[config.mk]
export PLATFORM = sky130hd
export DESIGN_NAME = shift_add_multiplier
export DESIGN_NICKNAME = d
export VERILOG_FILES = /design/src/rtl/mult_pkg.sv /design/src/rtl/eight_bit_adder.sv /design/src/rtl/shift_add_multiplier.sv
export SDC_FILE = /design/constraint.sdc
export NUM_CORES = 1
export LEC_CHECK = 0
export BUFFER_PORTS_ARGS = -buffer_cell sky130_fd_sc_hd__buf_2
export CELL_PAD_IN_SITES_DETAIL_PLACEMENT = 1
export CELL_PAD_IN_SITES_GLOBAL_PLACEMENT = 2
export CORE_MARGIN = 3
export CORE_UTILIZATION = 35
export DETAILED_ROUTE_END_ITERATION = 6
export PLACE_DENSITY = 0.95
export SYNTH_ARGS = -nofsm -noshare
export SYNTH_HDL_FRONTEND = slang
export SYNTH_SLANG_ARGS = --single-unit
[constraint.sdc]
create_clock -name clk -period 3.2 [get_ports clk]
set_input_delay 0.16 -clock clk [delete_from_list [all_inputs] [get_ports clk]]
set_output_delay 0.16 -clock clk [all_outputs]
set_load 0.005 [all_outputs]
[src/rtl/mult_pkg.sv]
// Shared constants and state encoding for the shift-and-add multiplier.
// The operand width is fixed by the eight_bit_adder it is built around.
package mult_pkg;

    localparam int WIDTH = 8;
    localparam int CNT_W = 4;

    typedef enum logic [1:0] {
        IDLE = 2'b00,
        BUSY = 2'b01,
        DONE = 2'b10
    } state_t;

endpackage

[src/rtl/eight_bit_adder.sv]
// Existing 8-bit ripple adder block: sum and carry-out of a + b + cin.
module eight_bit_adder (
    input  logic [7:0] a,
    input  logic [7:0] b,
    input  logic       cin,
    output logic [7:0] sum,
    output logic       cout
);

    assign {cout, sum} = {1'b0, a} + {1'b0, b} + {8'b0, cin};

endmodule

[src/rtl/shift_add_multiplier.sv]
// Sequential 8x8 unsigned multiplier, one multiplier bit per cycle,
// reusing eight_bit_adder for the partial-product accumulation.
module shift_add_multiplier
    import mult_pkg::*;
(
    input  logic                 clk,
    input  logic                 reset,
    input  logic                 start,
    input  logic [WIDTH-1:0]     a,
    input  logic [WIDTH-1:0]     b,
    output logic                 busy,
    output logic                 done,
    output logic [2*WIDTH-1:0]   product
);

    state_t             state;
    state_t             state_nxt;
    logic [WIDTH-1:0]   acc;
    logic [WIDTH-1:0]   q;
    logic [WIDTH-1:0]   m;
    logic [WIDTH-1:0]   addend;
    logic [WIDTH-1:0]   sum;
    logic               carry;
    logic [CNT_W-1:0]   cnt;
    logic               last;

    assign addend = q[0] ? m : '0;
    assign last   = (cnt == CNT_W'(WIDTH - 1));

    eight_bit_adder u_add (
        .a    (acc),
        .b    (addend),
        .cin  (1'b0),
        .sum  (sum),
        .cout (carry)
    );

    always_comb begin
        state_nxt = state;
        case (state)
            IDLE:    if (start) state_nxt = BUSY;
            BUSY:    if (last)  state_nxt = DONE;
            DONE:    state_nxt = IDLE;
            default: state_nxt = IDLE;
        endcase
    end

    assign busy = (state == BUSY);
    assign done = (state == DONE);

    always_ff @(posedge clk) begin
        if (reset) begin
            state   <= IDLE;
            acc     <= '0;
            q       <= '0;
            m       <= '0;
            cnt     <= '0;
            product <= '0;
        end else begin
            state <= state_nxt;
            case (state)
                IDLE: begin
                    if (start) begin
                        m   <= a;
                        q   <= b;
                        acc <= '0;
                        cnt <= '0;
                    end
                end
                BUSY: begin
                    // carry-out shifts into acc msb so nothing is lost
                    acc <= {carry, sum[WIDTH-1:1]};
                    q   <= {sum[0], q[WIDTH-1:1]};
                    cnt <= cnt + CNT_W'(1);
                    if (last)
                        product <= {carry, sum, q[WIDTH-1:1]};
                end
                default: ;
            endcase
        end
    end

endmodule
Yosys cells after proc, flatten, opt, wreduce, memory -nomap -nowiden
Index checks and enable logic that the tools add are counted.
W data, S select, Z words.
{"block": "op_classes", "n_eq_ne": 5, "addsub": 2, "mux": 10, "reduce_logical": 6}
{"op": "$pmux W8 S2", "count": 2}
{"op": "$mux W8", "count": 3}
{"op": "$add A8 B8 Y9", "count": 1}
{"op": "$pmux W4 S2", "count": 1}
{"op": "$reduce_and A2 Y1", "count": 4}
{"op": "$add A4 B1 Y4 const B", "count": 1}
{"op": "$eq A4 B3 Y1 const B", "count": 1}
{"op": "$mux W2", "count": 2}
{"op": "$mux W4", "count": 1}
{"op": "$pmux W2 S2", "count": 1}
{"op": "$eq A2 B1 Y1 const B", "count": 1}
{"op": "$eq A2 B2 Y1 const B", "count": 1}
{"op": "$logic_not A2 Y1", "count": 1}
{"op": "$ne A2 B1 Y1 const B", "count": 1}
{"op": "$ne A2 B2 Y1 const B", "count": 1}
{"op": "$reduce_bool A2 Y1", "count": 1}
{"block": "word_totals", "out_inout_bits": 18, "register_bits": 46, "word_cells": 29, "inputBits": 19}

Longest topological paths before layout
{"block": "logic_depth", "depth_word": 3, "mapped_depth": 7, "depth_no_buf": 7}

By module
Synthesis repeated with hierarchy kept, for this count alone.
{"block": "hier_totals", "hier_cells": 256, "area_unflattened_um2": 2442.3}
{"mod": "shift_add_multiplier", "seq_area_each_um2": 920.9, "n_inst": 1, "area_each_um2": 2110.8, "cells_each": 216}
{"mod": "eight_bit_adder", "seq_area_each_um2": 0.0, "n_inst": 1, "area_each_um2": 331.6, "cells_each": 40}

Worst setup path before layout
Ideal clock, no wire load.
{"block": "synth_path", "path_type": "register -> register", "from": "register q[0]", "to": "register acc[7]", "slack_ps": 1345, "synth_period_minus_slack_ps": 1855, "path_buffers": 0, "t_required_ps": 3069, "arrival_time_ps": 1723, "path_stages_with_launch": 8, "setup_ps": 131, "path_cell_list": "dfxtp_1 -> and2_1 -> ha_1 -> fa_1 -> a21oi_1 -> o211ai_1 -> a211oi_1 -> nor3_1"}
{"block": "synth_between", "elab_chain_cells": 3}
{"item": "start: declaration", "line": "shift_add_multiplier.sv:19", "text": "logic [WIDTH-1:0] q;"}
{"item": "start signal: assignment", "line": "shift_add_multiplier.sv:73", "text": "q <= {sum[0], q[WIDTH-1:1]};"}
{"item": "$mux W8", "line": "shift_add_multiplier.sv:27", "text": "assign addend = q[0] ? m : '0;"}
{"item": "$add A8 B8 Y9", "line": "eight_bit_adder.sv:10", "text": "assign {cout, sum} = {1'b0, a} + {1'b0, b} + {8'b0, cin};"}
{"item": "$pmux W8 S2", "line": "shift_add_multiplier.sv:61", "text": "case (state)"}
{"item": "end signal: assignment", "line": "shift_add_multiplier.sv:72", "text": "acc <= {carry, sum[WIDTH-1:1]};"}
{"item": "end: declaration", "line": "shift_add_multiplier.sv:18", "text": "logic [WIDTH-1:0] acc;"}
Every way passes these cells.
A chain may end at the register's enable or synchronous reset.

Final worst setup path
{"block": "layout_path", "from": "register q[0]", "to": "register product[15]"}
{"block": "layout_between", "elab_chain_cells": 2}
{"item": "$mux W8", "line": "shift_add_multiplier.sv:27"}
{"item": "$add A8 B8 Y9", "line": "eight_bit_adder.sv:10"}
{"item": "end signal: assignment", "line": "shift_add_multiplier.sv:76", "text": "product <= {carry, sum, q[WIDTH-1:1]};"}
{"item": "end: declaration", "line": "shift_add_multiplier.sv:13", "text": "output logic [2*WIDTH-1:0] product"}
Every way passes these cells.

==> results.rst <==
.. list-table::
   :header-rows: 1

   * - Metric
     - Value
   * - Number of nets still failing antenna checks after routing
     - 0
   * - Via density per instance
     - 5.298
   * - Cell count after synthesis
     - 257
   * - Number of nets in the layout
     - ~320
   * - Antenna cell count
     - 0
   * - Sw Share
     - 0.2496
   * - Post-route cell area
     - 0.002480 mm²
   * - Fraction of layout cells with a size suffix above 1
     - 0.1828
   * - Global routing usage on met2
     - 0.2633
   * - Internal
     - 0.8623 mW
   * - Starting utilization of the core area
     - 0.3734
   * - Total Die Area
     - 0.007064 mm²
   * - Clock skew
     - 0.005382 ns
   * - CTS H-Tree Depth
     - 2
   * - Post-CTS setup buffer count
     - 0
   * - Global-route wire length before repair
     - 9.239 mm
   * - Combinational cell fraction of total power
     - 0.088
   * - Overall power after layout
     - 1.149 mW
   * - Root Driver
     - clkbuf_8
   * - Unrepaired setup endpoints after global routing
     - no
   * - Max-slew headroom
     - 0.4058
   * - Class of the most critical setup path
     - reg2reg
   * - Share of the synthesized area in the top cell type
     - 0.4319
   * - Clock network fraction of design power
     - 0.388
   * - Initial antenna violation count
     - 0
   * - Number of ports placed on the die boundary
     - 37
   * - Capturing element type of the critical path
     - flop
   * - Max stage delay on crit path
     - 0.42 ns
   * - Die Y
     - 84.05 µm
   * - Post-route fraction of the period consumed by the critical path
     - 0.6921
   * - Number of buffers added by the clock tree synthesis step
     - 5
   * - Part of the Yosys area used for sequential elements
     - 0.4319
   * - Worst-margin pin slew
     - 0.8913 ns
   * - Result of the run
     - finished clean
   * - Worst Hold Launch
     - a[3]
   * - Most frequent cell after synthesis
     - nand2_1
   * - Number of setup violations in the final report
     - 0
   * - Fraction of registers with async set or reset after synthesis
     - 0
   * - Crit Path Max Fanout
     - 9
   * - CORE AREA
     - 0.005709 mm²
   * - Routed length per instance
     - 14.63 µm
   * - Max Clk Rate
     - 451.5 MHz
   * - Iter 0 DRT Violations
     - 145
   * - Worst reg-to-reg path cell count
     - 7
   * - Hold Worst Slack
     - ~0.094 ns
   * - Detailed-placement wirelength estimate
     - 3.703 mm
   * - WP data arrival
     - 2.37 ns
   * - Ranking of synthesized cells by instance count
     - 47 x nand2_1, 46 x dfxtp_1, 38 x a21oi_1
   * - Final WL
     - 5.297 mm
   * - Maximum buffer depth of the clock tree
     - 2
   * - Overall overflow remaining after global route
     - 0
   * - DRC errors left
     - 0
   * - GR Util All Layers
     - 0.1582
   * - Accumulated negative setup slack
     - 0 ns
   * - Mean instance size in the synthesized netlist
     - 8.296 µm²
   * - DR vias
     - 1918
   * - Hold worst-path end
     - m[3]$_SDFFE_PP0P_
   * - Cell Rows
     - 27
   * - Setup crit start kind
     - flop
   * - Most instantiated flip-flop cell in the synthesis netlist
     - dfxtp_1
   * - Clock-pin transition on the worst setup and hold timing paths
     - ~0.09 ns
   * - Final weighted congestion in routability-driven placement
     - 0.7744
   * - Syn-to-layout area delta
     - 16.31%
   * - Max-Cap Viols
     - 0
   * - Max stage delay cell, worst path
     - fa_1
   * - Netlist Area Pre-Place
     - roughly 0.0021 mm²
   * - Worst VDD drop
     - 0.1849 mV
   * - Worst Path Required
     - 3.36 ns
   * - Number of failing hold endpoints at the final stage
     - 0
   * - Standard cell area after detailed placement
     - roughly 0.0024 mm²
   * - CP cell instances
     - and2_1 > ha_1 > fa_1 > a21oi_1 > o211ai_1 > a211oi_1 > nor3_1
   * - Number of flops mapped to enable cells by yosys
     - 0
   * - Leakage power summed over all cells
     - around 1 nW
   * - M3 GR Usage
     - 0.03554
   * - Hold Buf Count CTS
     - 0
   * - Sinks on Clock Net
     - 46
   * - Mapped Nets
     - between 200 and 300
   * - Highest-utilization routing layer at the global route stage
     - met2
   * - Maximum number of pins on one net before global-route repair
     - between 50 and 60
   * - Vias in the first global route
     - 1943
   * - Die X
     - 84.05 µm
   * - Clock latency at the later pin of the worst-skew pair
     - 0.30 ns
   * - Number of iterations in the first detailed-routing pass
     - 4
   * - Count of final max-slew check failures
     - 0
   * - Power density relative to cell area
     - 463.4 mW/mm²
   * - Worst min path class
     - in2reg
   * - CTS tree
     - done
   * - Number of fillers in the final layout
     - a little over 700
   * - Origin of the critical flop-to-flop path
     - q[0]$_SDFFE_PP0P_
   * - Global-route met1 utilization
     - 0.2063
   * - Worst setup slack for register-to-register paths
     - 0.99 ns
   * - Final standard cell utilization of the core
     - 0.4344
   * - End of the worst register-to-register path
     - product[15]$_SDFFE_PP0P_
   * - Cell taking the most area after synthesis
     - dfxtp_1
   * - Post-cts gate resize count
     - 0
   * - Power dissipated by switching net loads
     - 0.2869 mW
   * - Yosys synthesis warning count
     - 0
   * - Ranking of synthesized cells by area
     - dfxtp_1 43%, a21oi_1 8.9%, nand2_1 8.3%, ha_1 5.3%, nor2_1 2.8%
   * - Hold path depth
     - 3
   * - Distinct cell type count of the synthesized netlist
     - 40
   * - Input/output buffers
     - 36
   * - Min Tclk post-route
     - 2.215 ns
   * - Sequential share of power
     - 0.525
   * - Post-synthesis sequential element count
     - 46
-- cell type report --
| cell class | instances | area, µm² | area share |
|---|---|---|---|
| repair buffers | 40 | 210.2 | 0.08476 |
| multi-input cells | 193 | 1135 | 0.4576 |
| inverters | 3 | 11.26 | 0.004541 |
| flip-flops and latches | 46 | 920.9 | 0.3713 |
| well taps | 72 | 90.09 | 0.03633 |
| clock inverters | 3 | 43.79 | 0.01766 |
| clock buffers | 5 | 68.82 | 0.02775 |
-- flip-flops by register name, indices dropped and copies added, names as in the netlist --
name	flops
product	16
acc	8
m	8
q	8
cnt	4
state	2
-- worst max-delay path, delay by kind of cell (launching register included) --
| kind | cells | cell delay [ns] |
|---|---|---|
| AOI/OAI and AO/OA | 3 | 0.85 |
| adders and majority gates | 2 | 0.62 |
| and+or+nand+nor | 2 | 0.24 |
| DFF | 1 | 0.37 |
-- how the worst max path moves through the flow --
stage | startpoint | to | slack, ns | depth (start not counted)
final | q[0]$_SDFFE_PP0P_ | product[15]$_SDFFE_PP0P_ | 0.99 | 7
after global routing | q[0]$_SDFFE_PP0P_ | product[15]$_SDFFE_PP0P_ | 0.77 | 7
after CTS | q[0]$_SDFFE_PP0P_ | product[15]$_SDFFE_PP0P_ | 0.95 | 7
after detailed placement | state[1]$_SDFFE_PP0P_ | product[14]$_SDFFE_PP0P_ | 0.99 | 5
after global placement | state[1]$_SDFFE_PP0P_ | product[14]$_SDFFE_PP0P_ | 1.02 | 5
after floorplan | q[0]$_SDFFE_PP0P_ | acc[7]$_SDFFE_PP0P_ | 1.35 | 7
-- stage by stage --
step                      std cells  worst slack [ns]
after floorplan                 257             1.345
after global placement          354             1.019
after detailed placement        354            0.9879
after CTS                       362            0.9469
after global routing            362            0.7743
final                           362            0.9852
-- placed cells by master (no fill, tap or decap), drive strengths merged, types with 2 or more instances in the layout --
master and instances:
nand2 47, dfxtp 46, buf 40, a21oi 38
nor2 17, ha 9, and2 8, nand3 8
a22oi 7, nand3b 6, o211ai 5, nor3 5
clkbuf 5, nand2b 4, a211oi 4, or4 4
o31ai 4, nand4b 4, inv 3, or3b 2
o21ai 2, or3 2, xnor2 2, o21a 2
clkinv 2
-- kinds of logic (layout without fill, tap and decap cells) --
| kind of cell | after synthesis | count (layout) | synth area share |
|---|---|---|---|
| simple gates | 113 | 113 | 0.2659 |
| compound gates | 67 | 67 | 0.1907 |
| flops | 46 | 46 | 0.4319 |
| buf+inv | 18 | 51 | 0.03580 |
| fa+ha+maj | 10 | 10 | 0.06221 |
| xor+xnor | 2 | 2 | 0.008217 |
| mux | 1 | 1 | 0.005281 |
-- routing by layer --
metal | vias up | part of all wire
li1 | 973 | -
met1 | 903 | 0.49
met2 | 40 | 0.46
met3 | 2 | 0.039
met4 | 0 | 0.0053
met5 | - | 0
-- power by group through the flow --
stage	Sequential, mW	Combinational [mW]	Clock, mW
5_1_grt	0.606	0.115	0.480
3_3_place_gp	0.616	0.0997	0
4_1_cts	0.603	0.102	0.454
6_report	0.603	0.101	0.446
3_5_place_dp	0.616	0.101	0
2_1_floorplan	0.613	0.0693	0
Power figures use the tool's default switching activity.
